`src/rtl/phase_packet_parser.sv`:
```
// Host-stream decoder for phase-update packets: fills a shadow phase bank and
// copies it to the active bank coherently at a drive-period boundary.
module phase_packet_parser #(
    parameter int NUM_CHANNELS   = 4,
    parameter int TIMEOUT_CYCLES = 50000
) (
    input  logic                      sys_clk,
    input  logic                      ext_rst,
    input  logic [7:0]                rx_data,
    input  logic                      rx_valid,
    output logic                      rx_ready,
    input  logic                      period_start,
    output logic [NUM_CHANNELS*8-1:0] phases,
    output logic                      commit_pending,
    output logic                      read_error,
    output logic [15:0]               pkt_count
);

    localparam int TW = $clog2(TIMEOUT_CYCLES + 1);

    localparam logic [2:0] IDLE      = 3'd0,
                           SET_CHAN  = 3'd1,
                           SET_PHASE = 3'd2,
                           BU_START  = 3'd3,
                           BU_COUNT  = 3'd4,
                           BU_DATA   = 3'd5;

    localparam logic [7:0] CMD_SET    = 8'h01,
                           CMD_BURST  = 8'h02,
                           CMD_COMMIT = 8'h03;

    localparam logic [8:0]    NUM_CH9      = 9'(NUM_CHANNELS);
    localparam logic [TW-1:0] TIMEOUT_LAST = TW'(TIMEOUT_CYCLES - 1);

    logic [2:0]                state;
    logic [2:0]                state_next;
    logic [7:0]                chan_reg;
    logic [8:0]                burst_idx;
    logic [7:0]                burst_left;
    logic [TW-1:0]             idle_cnt;
    logic [NUM_CHANNELS*8-1:0] shadow;

    logic       xfer;
    logic       commit_stall;
    logic       timeout_hit;
    logic       wr_en;
    logic [8:0] wr_idx;
    logic       err_set;
    logic       pkt_inc;
    logic       commit_set;

    // A second COMMIT is held off until the pending one has been applied.
    assign commit_stall = (state == IDLE) && rx_valid && (rx_data == CMD_COMMIT) && commit_pending;
    assign rx_ready     = !ext_rst && !commit_stall;
    assign xfer         = rx_valid && rx_ready;
    assign timeout_hit  = (state != IDLE) && !xfer && (idle_cnt == TIMEOUT_LAST);

    always_comb begin
        state_next = state;
        wr_en      = 1'b0;
        wr_idx     = 9'd0;
        err_set    = 1'b0;
        pkt_inc    = 1'b0;
        commit_set = 1'b0;
        if (timeout_hit) begin
            state_next = IDLE;
            err_set    = 1'b1;
        end else if (xfer) begin
            case (state)
                IDLE: begin
                    case (rx_data)
                        CMD_SET:   state_next = SET_CHAN;
                        CMD_BURST: state_next = BU_START;
                        CMD_COMMIT: begin
                            commit_set = 1'b1;
                            pkt_inc    = 1'b1;
                        end
                        default:   err_set = 1'b1;
                    endcase
                end
                SET_CHAN:  state_next = SET_PHASE;
                SET_PHASE: begin
                    wr_idx = {1'b0, chan_reg};
                    if (wr_idx < NUM_CH9) begin
                        wr_en   = 1'b1;
                        pkt_inc = 1'b1;
                    end else begin
                        err_set = 1'b1;
                    end
                    state_next = IDLE;
                end
                BU_START:  state_next = BU_COUNT;
                BU_COUNT: begin
                    if (rx_data == 8'd0) begin
                        state_next = IDLE;
                        pkt_inc    = 1'b1;
                    end else begin
                        state_next = BU_DATA;
                    end
                end
                BU_DATA: begin
                    // Out-of-range burst bytes are dropped but the packet still counts.
                    wr_idx = burst_idx;
                    if (wr_idx < NUM_CH9) begin
                        wr_en = 1'b1;
                    end else begin
                        err_set = 1'b1;
                    end
                    if (burst_left == 8'd1) begin
                        state_next = IDLE;
                        pkt_inc    = 1'b1;
                    end
                end
                default:   state_next = IDLE;
            endcase
        end
    end

    always_ff @(posedge sys_clk) begin
        if (ext_rst) begin
            state          <= IDLE;
            chan_reg       <= 8'd0;
            burst_idx      <= 9'd0;
            burst_left     <= 8'd0;
            idle_cnt       <= '0;
            shadow         <= '0;
            phases         <= '0;
            commit_pending <= 1'b0;
            read_error     <= 1'b0;
            pkt_count      <= 16'd0;
        end else begin
            state <= state_next;

            if (state == IDLE || xfer || timeout_hit) begin
                idle_cnt <= '0;
            end else begin
                idle_cnt <= idle_cnt + 1'b1;
            end

            if (xfer && state == SET_CHAN) begin
                chan_reg <= rx_data;
            end

            if (xfer && state == BU_START) begin
                burst_idx <= {1'b0, rx_data};
            end else if (xfer && state == BU_DATA) begin
                burst_idx <= burst_idx + 9'd1;
            end

            if (xfer && state == BU_COUNT) begin
                burst_left <= rx_data;
            end else if (xfer && state == BU_DATA) begin
                burst_left <= burst_left - 8'd1;
            end

            for (int i = 0; i < NUM_CHANNELS; i++) begin
                if (wr_en && wr_idx == 9'(i)) begin
                    shadow[8*i +: 8] <= rx_data;
                end
            end

            // The copy takes the pre-write shadow, so a same-edge write waits for the next commit.
            if (period_start && commit_pending) begin
                phases         <= shadow;
                commit_pending <= 1'b0;
            end else if (commit_set) begin
                commit_pending <= 1'b1;
            end

            if (err_set) begin
                read_error <= 1'b1;
            end

            if (pkt_inc) begin
                pkt_count <= pkt_count + 16'd1;
            end
        end
    end

endmodule

```
`config.mk`:
```
export PLATFORM = sky130hd
export DESIGN_NAME = phase_packet_parser
export DESIGN_NICKNAME = d
export VERILOG_FILES = /design/src/rtl/phase_packet_parser.sv
export SDC_FILE = /design/constraint.sdc
export NUM_CORES = 1
export LEC_CHECK = 0
export ABC_AREA = 1
export BUFFER_PORTS_ARGS = -buffer_cell sky130_fd_sc_hd__clkbuf_2
export CAP_MARGIN = 20
export CORE_MARGIN = 3
export CORE_UTILIZATION = 50
export DETAILED_ROUTE_END_ITERATION = 16
export GPL_ROUTABILITY_DRIVEN = 0
export PLACE_DENSITY = 0.7
export SETUP_SLACK_MARGIN = 0.3
export SYNTH_ARGS = -nofsm -noshare
export SYNTH_HDL_FRONTEND = slang
export SYNTH_SLANG_ARGS = --single-unit
```
`constraint.sdc`:
```
create_clock -name sys_clk -period 4.5 [get_ports sys_clk]
set_input_delay 0 -clock sys_clk [delete_from_list [all_inputs] [get_ports sys_clk]]
set_output_delay 0 -clock sys_clk [all_outputs]
set_load 0.02 [all_outputs]
```
==> key figures, run 1 <==
Logic synthesis
  – Largest cells by area after synthesis: sky130_fd_sc_hd__dfxtp_1, sky130_fd_sc_hd__nor2_1, sky130_fd_sc_hd__nand2_1
  – Synth Net Count: between 800 and 900
  – Main flop type after synthesis: sky130_fd_sc_hd__dfxtp_1
  – Portion of synthesized cell area occupied by the leading cell type: roughly 43%
  – Synthesized flop and latch total: between 100 and 150
  – Count of mapped cells out of synthesis: between 800 and 900
  – Netlist cell types: 32
  – Post-synth top cells: sky130_fd_sc_hd__nor2_1, sky130_fd_sc_hd__nand2_1, sky130_fd_sc_hd__dfxtp_1
  – Top-count cell post-synth: sky130_fd_sc_hd__nor2_1
  – Largest area contributor in the netlist: sky130_fd_sc_hd__dfxtp_1
  – Average footprint of a synthesized cell: roughly 7 um^2
  – Mapped Area: around 5800 um^2
  – Yosys Warn Count: 0
  – Number of synthesized flops with an enable pin: 0
  – Fraction of registers with async set or reset after synthesis: 0%
  – Register area share after synthesis: between 40% and 50%

Clock tree
  – Clock input transition at the sequential cells of the worst setup and hold paths: 50 ps
  – Buffer count from post-CTS setup fixing: 0
  – Clock Sink Count: roughly 130
  – Total of hold buffers inserted after clock tree synthesis: 8
  – Buffer depth of the longest clock path: 2
  – Clock root buffer: sky130_fd_sc_hd__clkbuf_16
  – Cts repair resizes: 0
  – H-tree levels: 4
  – Skew-Pair Late Insertion Delay: 410 ps
  – Inserted Clock Buffers: 17
  – CTS tree: done

Floorplan
  – Die Footprint: between 10,000 and 15,000 um^2
  – Number of rows in the core area: 38
  – Initial cell density of the core: 52.46%
  – Total I/O pin count: 63
  – Placeable core area: 11,080 um^2
  – Width of the die: around 110 um
  – Height of the chip: between 100 and 150 um

Critical path
  – Startpoint kind of the worst setup timing path: flop
  – Reg-to-reg slack, setup: 1920 ps
  – Category of the worst setup path capture point: flop
  – Slowest CP cell: sky130_fd_sc_hd__nor2_1
  – Kind of critical path: flop to flop
  – Slowest Stage Delay on Critical Path: 840 ps
  – Cell-by-cell listing of the critical path: inv_2 > nand2_1 > nor2_2 > nand3_2 > nand3_2 > nor2_1 > nor2_1 > nand2_1 > a31oi_1
  – Crit-path max FO: 16
  – Largest delay share family, worst path: simple AND/OR/NAND/NOR gates
  – Required time of the critical path: between 4000 and 5000 ps
  – Buffers and inverters on the worst path: 1
  – Arrival time at the worst endpoint: about 2800 ps

STA
  – Skew final: about 5.3 ps
  – Fin crit share: a little under three fifths
  – Relative slew margins: approximately 33%
  – Pins Over Slew Limit: 0
  – Slew at the pin closest to its max-slew limit: a little under 1000 ps
  – Minimum clock period after layout: ~2600 ps
  – Maximum clock frequency: between 300 and 400 MHz
  – Unrepaired setup endpoints after global routing: false
  – Hold Fails Final Rpt: 0
  – Total Neg Setup Slack: 0 ps
  – Final Hold Slack: between 150 and 200 ps
  – Final count of negative-setup-slack endpoints: 0

Global route
  – Antenna violations before repair: 0
  – Layer with the highest usage: met2
  – Largest net degree at the start of global routing: 86
  – Met1 demand-to-capacity share in global routing: 28.81%
  – Global route overflow: 0
  – Vias in the first global route: roughly 4,900
  – Wire length of the first global-routing pass: approximately 23,000 um
  – Global-route usage over all layers: about 22%
  – Met2 Track Usage GR: roughly a third
  – M3 GR Usage: between 4 and 5%

Route
  – Wirelength per Cell: around 13 um
  – Iteration count of the initial detailed-routing pass: 7
  – Number of DRC markers in iteration 0: 433
  – Antenna-violating nets left: 0
  – Detail-routed via count per cell: a little over 5
  – DRC errors left: 0
  – Routed vias: between 5,000 and 6,000
  – Total detailed-routing wirelength: approximately 13,000 um

Min path
  – Worst Hold Class: input port to flop

Status
  – Status: completed

Power
  – Worst supply voltage drop on vdd: about 240 uV
  – Power Density: ~370 nW/um^2
  – Leak: roughly 2.8 nW
  – Power consumption: between 0.002 and 0.003 W

Place
  – Count of input and output buffers: 62
  – DP HPWL: between 9000 and 10,000 um

Final layout
  – Registers with the most flip-flops: phases x32, shadow x32
  – Post-synthesis to final-layout area growth: 17.87%
  – Proportion of layout cells with a drive suffix above 1: approximately an eighth
  – Antenna Diode Count: 0
  – Number of nets in the finished design: just over 900

Flow run
  – Max_cap viols: 0
path summary, 6_finish.rpt:
kind	startpoint	endpoint	depth (start not counted)
worst min register to register	idle_cnt[0]$_SDFF_PP0_	idle_cnt[0]$_SDFF_PP0_	1
worst max register to register	state[0]$_SDFFE_PP0P_	burst_left[6]$_SDFFE_PP0P_	9
worst min-delay path	period_start	phases[5]$_SDFFE_PP0P_	5
worst max-delay path	state[0]$_SDFFE_PP0P_	burst_left[6]$_SDFFE_PP0P_	9
area by class of cell:
class                           count  area (um^2)
Multi-Input combinational cell    612         2900
Timing Repair Buffer               73        412.9
Clock inverter                     10        111.4
Fill cell                        1038         4228
Inverter                           65        244.0
Clock buffer                       22        484.2
Tap cell                          140        175.2
Sequential cell                   126         2522
worst register-to-register path, delay by kind of cell (launching register included):
| family | cells | cell delay [ps] |
|---|---|---|
| flip-flops | 1 | 390 |
| AND/OR/NAND/NOR | 7 | 1880 |
| AO/OA/AOI/OAI | 1 | 80 |
| buffers and inverters | 1 | 70 |
layout by cell type, fill, tap and decap left out, drive strengths merged:
cell type / netlist / routed
nor2: 191 / 191
nand2: 170 / 170
dfxtp: 126 / 126
clkbuf: 12 / 84
inv: 65 / 65
nand3: 58 / 58
o21ai: 52 / 52
a21oi: 44 / 44
xor2: 22 / 22
nand4: 19 / 19
nor3: 13 / 13
a31oi: 13 / 13
xnor2: 8 / 8
dlygate4sd3: 0 / 8
ha: 5 / 5
clkinv: 0 / 5
nor4: 4 / 4
and2: 4 / 4
clkinvlp: 0 / 3
buf: 19 / 3
or2: 2 / 2
bufinv: 0 / 2
nand3b: 2 / 2
o211ai: 1 / 1
o31ai: 1 / 1
o21a: 1 / 1
a22oi: 1 / 1
nor3b: 1 / 1
where the power goes:
group | total, W | switching (W) | internal (W)
combinational | 0.0000704 | 0.0000503 | 0.0000201
sequential | 0.00112 | 0.000000614 | 0.00112
clock | 0.00135 | 0.000480 | 0.000869
total | 0.00254 | 0.000531 | 0.00201
logic make-up after synthesis:
group / Yosys count / synth area share [%]
xor gates and xnor gates: 30 / 4.521
adders and majority gates: 5 / 1.076
and+or+nand+nor: 464 / 34.06
DFF: 126 / 43.40
AOI/OAI and AO/OA: 113 / 10.18
buffers and inverters: 96 / 6.760
layer usage:
| layer | up-vias | part of all wire, % |
|---|---|---|
| li1 | 2817 | - |
| met1 | 2436 | 46 |
| met4 | 0 | 2.2 |
| met5 | - | 0 |
| met2 | 150 | 46 |
| met3 | 32 | 5.6 |
stage by stage:
stage                     area, um^2  cells  worst slack, ps  util, %
after CTS                       6850   1048             1916    61.84
final                           6850   1048             1918    61.84
after detailed placement        6175   1008             1827    55.74
after floorplan                 5812    834             2764        -
after global routing            6850   1048             1625    61.84
after global placement          6175   1008             1875    55.74
Note: power is estimated with default switching activity, not from simulation.
==> inputs of run 2 (changes only) <==
==> constraint.sdc (replaced) <==
create_clock -name sys_clk -period 2.6 [get_ports sys_clk]
set_input_delay 0 -clock sys_clk [delete_from_list [all_inputs] [get_ports sys_clk]]
set_output_delay 0 -clock sys_clk [all_outputs]
set_load 0.02 [all_outputs]
==> key figures, run 2 (synthesized netlist as in run 1, its figures left out) <==
Route
  – Antenna-violating nets left: 0 (unchanged)
  – Routed vias: 5,513 (was 5,435)
  – DRC errors left: 0 (unchanged)
  – Detail-routed via count per cell: 5.231 (was 5.186)
  – Total detailed-routing wirelength: 13,780 um (was 13,470 um)
  – Iteration count of the initial detailed-routing pass: 6 (was 7)
  – Wirelength per Cell: 13.08 um (was 12.86 um)
  – Number of DRC markers in iteration 0: 471 (was 433)

Final layout
  – Number of nets in the finished design: 919 (was 912)
  – Area of the multi-input gates: 2910 um^2 (was 2900 um^2)
  – Filler Cells Inserted: 997 (was 1,038)
  – Proportion of layout cells with a drive suffix above 1: 13.79% (was 13.11%)
  – Post-synthesis to final-layout area growth: 19.53% (was 17.87%)
  – Antenna Diode Count: 0 (unchanged)
  – Most common library cell in the layout ignoring fill and taps: sky130_fd_sc_hd__nor2_1 (unchanged)
  – Post-route design area: 6947 um^2 (was 6850 um^2)
  – Sequential cell area: 2522 um^2 (unchanged)
  – Registers with the most flip-flops: phases x32, shadow x32 (unchanged)
  – Leading cell types in the layout, fill and taps excluded: sky130_fd_sc_hd__nor2_1, sky130_fd_sc_hd__nand2_1, sky130_fd_sc_hd__dfxtp_1, sky130_fd_sc_hd__clkbuf_2, sky130_fd_sc_hd__inv_1 (unchanged)

STA
  – Skew final: 15.77 ps (was 5.296 ps)
  – Unrepaired setup endpoints after global routing: true (was false)
  – Total Neg Setup Slack: 0 ps (unchanged)
  – Fin crit share: 81.47% (was 57.38%)
  – Hold Fails Final Rpt: 0 (unchanged)
  – Slew at the pin closest to its max-slew limit: 472.1 ps (was 994.9 ps)
  – Final Hold Slack: 111.6 ps (was 173.5 ps)
  – Minimum clock period after layout: 2118 ps (was 2582 ps)
  – Relative slew margins: 68.24% (was 33.43%)
  – Pins Over Slew Limit: 0 (unchanged)
  – Maximum clock frequency: 472.1 MHz (was 387.3 MHz)
  – Final count of negative-setup-slack endpoints: 0 (unchanged)

Critical path
  – Reg-to-reg slack, setup: 480 ps (was 1920 ps)
  – Category of the worst setup path capture point: flop (unchanged)
  – Crit-path max FO: 16 (unchanged)
  – Reg2Reg Capture Point: shadow[10]$_SDFFE_PP0P_ (was burst_left[6]$_SDFFE_PP0P_)
  – Reg-to-reg startpoint: state[2]$_SDFFE_PP0P_ (was state[0]$_SDFFE_PP0P_)
  – Required time of the critical path: 2910 ps (was 4760 ps)
  – Buffers and inverters on the worst path: 1 (unchanged)
  – Critical Path Start: state[2]$_SDFFE_PP0P_ (was state[0]$_SDFFE_PP0P_)
  – Slowest CP cell: sky130_fd_sc_hd__nor2_4 (was sky130_fd_sc_hd__nor2_1)
  – Length in cells of the worst reg-to-reg path: 8 (was 9)
  – Top cell by count, worst path: sky130_fd_sc_hd__nand3_1
  – Cell-by-cell listing of the critical path: inv_1 > nand3_1 > o21ai_0 > nand4_1 > nor2_4 > nand3_1 > nand2_1 > nor2_1 (was inv_2 > nand2_1 > nor2_2 > nand3_2 > nand3_2 > nor2_1 > nor2_1 > nand2_1 > a31oi_1)
  – Startpoint kind of the worst setup timing path: flop (unchanged)
  – Arrival time at the worst endpoint: 2430 ps (was 2840 ps)
  – Kind of critical path: flop to flop (unchanged)
  – Largest delay share family, worst path: simple AND/OR/NAND/NOR gates (unchanged)
  – Slowest Stage Delay on Critical Path: 380 ps (was 840 ps)
  – Cell depth of the worst setup path: 8 (was 9)
  – Worst Setup EP: shadow[10]$_SDFFE_PP0P_ (was burst_left[6]$_SDFFE_PP0P_)

Global route
  – Global route overflow: 0 (unchanged)
  – Vias in the first global route: 5,082 (was 4,922)
  – Wire length of the first global-routing pass: 23,400 um (was 22,890 um)
  – Met2 Track Usage GR: 35.49% (was 34.67%)
  – Global-route usage over all layers: 22.23% (was 21.85%)
  – M3 GR Usage: 5.146% (was 4.244%)
  – Layer with the highest usage: met2 (unchanged)
  – Antenna violations before repair: 0 (unchanged)
  – Largest net degree at the start of global routing: 50 (was 86)
  – Met1 demand-to-capacity share in global routing: 28.84% (was 28.81%)

Floorplan
  – Die Footprint: 12,950 um^2 (unchanged)
  – Width of the die: 113.8 um (unchanged)
  – Placeable core area: 11,080 um^2 (unchanged)
  – Total I/O pin count: 63 (unchanged)
  – Height of the chip: 113.8 um (unchanged)
  – Initial cell density of the core: 52.46% (unchanged)
  – Number of rows in the core area: 38 (unchanged)

Clock tree
  – CTS tree: done (unchanged)
  – H-tree levels: 4 (unchanged)
  – Clock root buffer: sky130_fd_sc_hd__clkbuf_16 (unchanged)
  – Inserted Clock Buffers: 17 (unchanged)
  – Buffer depth of the longest clock path: 2 (unchanged)
  – Clock input transition at the sequential cells of the worst setup and hold paths: 60 ps (was 50 ps)
  – Skew-Pair Late Insertion Delay: 420 ps (was 410 ps)
  – Clock Sink Count: 126 (unchanged)

Power
  – Share of power burned in registers: 42.6% (was 44.1%)
  – Fraction of power spent switching nets: 20.46% (was 20.91%)
  – Power Density: 653.9 nW/um^2 (was 370.4 nW/um^2)
  – Proportion of power drawn by combinational gates: 2.8% (about the same)
  – Worst supply voltage drop on vdd: 804.1 uV (was 237.2 uV)
  – Leak: 2.830 nW (was 2.773 nW)
  – Design internal power: 0.003613 W (was 0.002007 W)
  – Part of the total power dissipated in the clock network: 54.6% (was 53.2%)
  – Net Switching: 0.0009294 W (was 0.0005306 W)
  – Power consumption: 0.004543 W (was 0.002537 W)

Place
  – Count of input and output buffers: 62 (unchanged)
  – Placed cell area: 6220 um^2 (was 6175 um^2)
  – DP HPWL: 9537 um (was 9319 um)

Status
  – Status: completed (unchanged)

Min path
  – Number of instances on the worst hold path: 3 (was 5)
  – Worst Hold Class: input port to flop (unchanged)

Flow run
  – Max_cap viols: 0 (unchanged)
run 2: cell types whose count changed in the layout (fill, tap and decap cells not counted), moves of 2 or more:
cell                         change
sky130_fd_sc_hd__clkbuf_8        -2
sky130_fd_sc_hd__bufinv_16       +2
sky130_fd_sc_hd__buf_4           +6
sky130_fd_sc_hd__clkinvlp_4      -2
run 2: stage by stage:
stage | cells | utilization, % | setup WS [ps]
floorplan | 834 | - | 864.1
global placement | 1014 | 56.14 | 504.2
detailed placement | 1014 | 56.14 | 338.0
CTS | 1053 | 62.48 | 324.4
global route | 1054 | 62.71 | 299.3
finish | 1054 | 62.71 | 481.9
run 2: power groups by stage:
| stage | Combinational [W] | Clock, W | Sequential (W) |
|---|---|---|---|
| 2_1_floorplan | 0.0000677 | 0 | 0.00198 |
| 3_3_place_gp | 0.000112 | 0 | 0.00198 |
| 3_5_place_dp | 0.000114 | 0 | 0.00198 |
| 4_1_cts | 0.000124 | 0.00252 | 0.00193 |
| 5_1_grt | 0.000139 | 0.00262 | 0.00193 |
| 6_report | 0.000125 | 0.00248 | 0.00193 |
run 2: cell type report:
class | count | share of cell area [%]
Multi-Input combinational cell | 612 | 41.89
Sequential cell | 126 | 36.31
Timing Repair Buffer | 80 | 6.808
Clock buffer | 20 | 6.574
Inverter | 65 | 3.512
Tap cell | 140 | 2.522
Clock inverter | 11 | 2.378
run 2: worst min path at each step:
stage / slack, ps / start / end
final: 110 / ext_rst / pkt_count[3]$_SDFFE_PP0P_
after global routing: 120 / ext_rst / pkt_count[3]$_SDFFE_PP0P_
after CTS: 100 / ext_rst / pkt_count[9]$_SDFFE_PP0P_
after detailed placement: 320 / rx_data[0] / chan_reg[0]$_SDFFE_PP0P_
after global placement: 310 / rx_data[0] / chan_reg[0]$_SDFFE_PP0P_
after floorplan: 130 / rx_data[0] / chan_reg[0]$_SDFFE_PP0P_
run 2: worst reg2reg max path, delay by kind of cell (launching register included):
family	cells	cell delay [ps]
AND/OR/NAND/NOR	6	1130
buffers and inverters	1	140
AO/OA/AOI/OAI	1	370
flip-flops	1	370
run 2: timing repair:
action / 4_1_cts / 5_1_grt
setup buffers: 0 / 1
gates resized for setup: 0 / 5
hold endpoints to repair: 15 / 0
setup endpoints to repair: 0 / 53
hold buffers: 8 / 0
run 2: metal layers:
layer / wire length [um] / vias to the layer above
met1: 6312 / 2492
li1: - / 2829
met4: 318 / 0
met2: 6277 / 163
met5: 0 / -
met3: 875 / 29
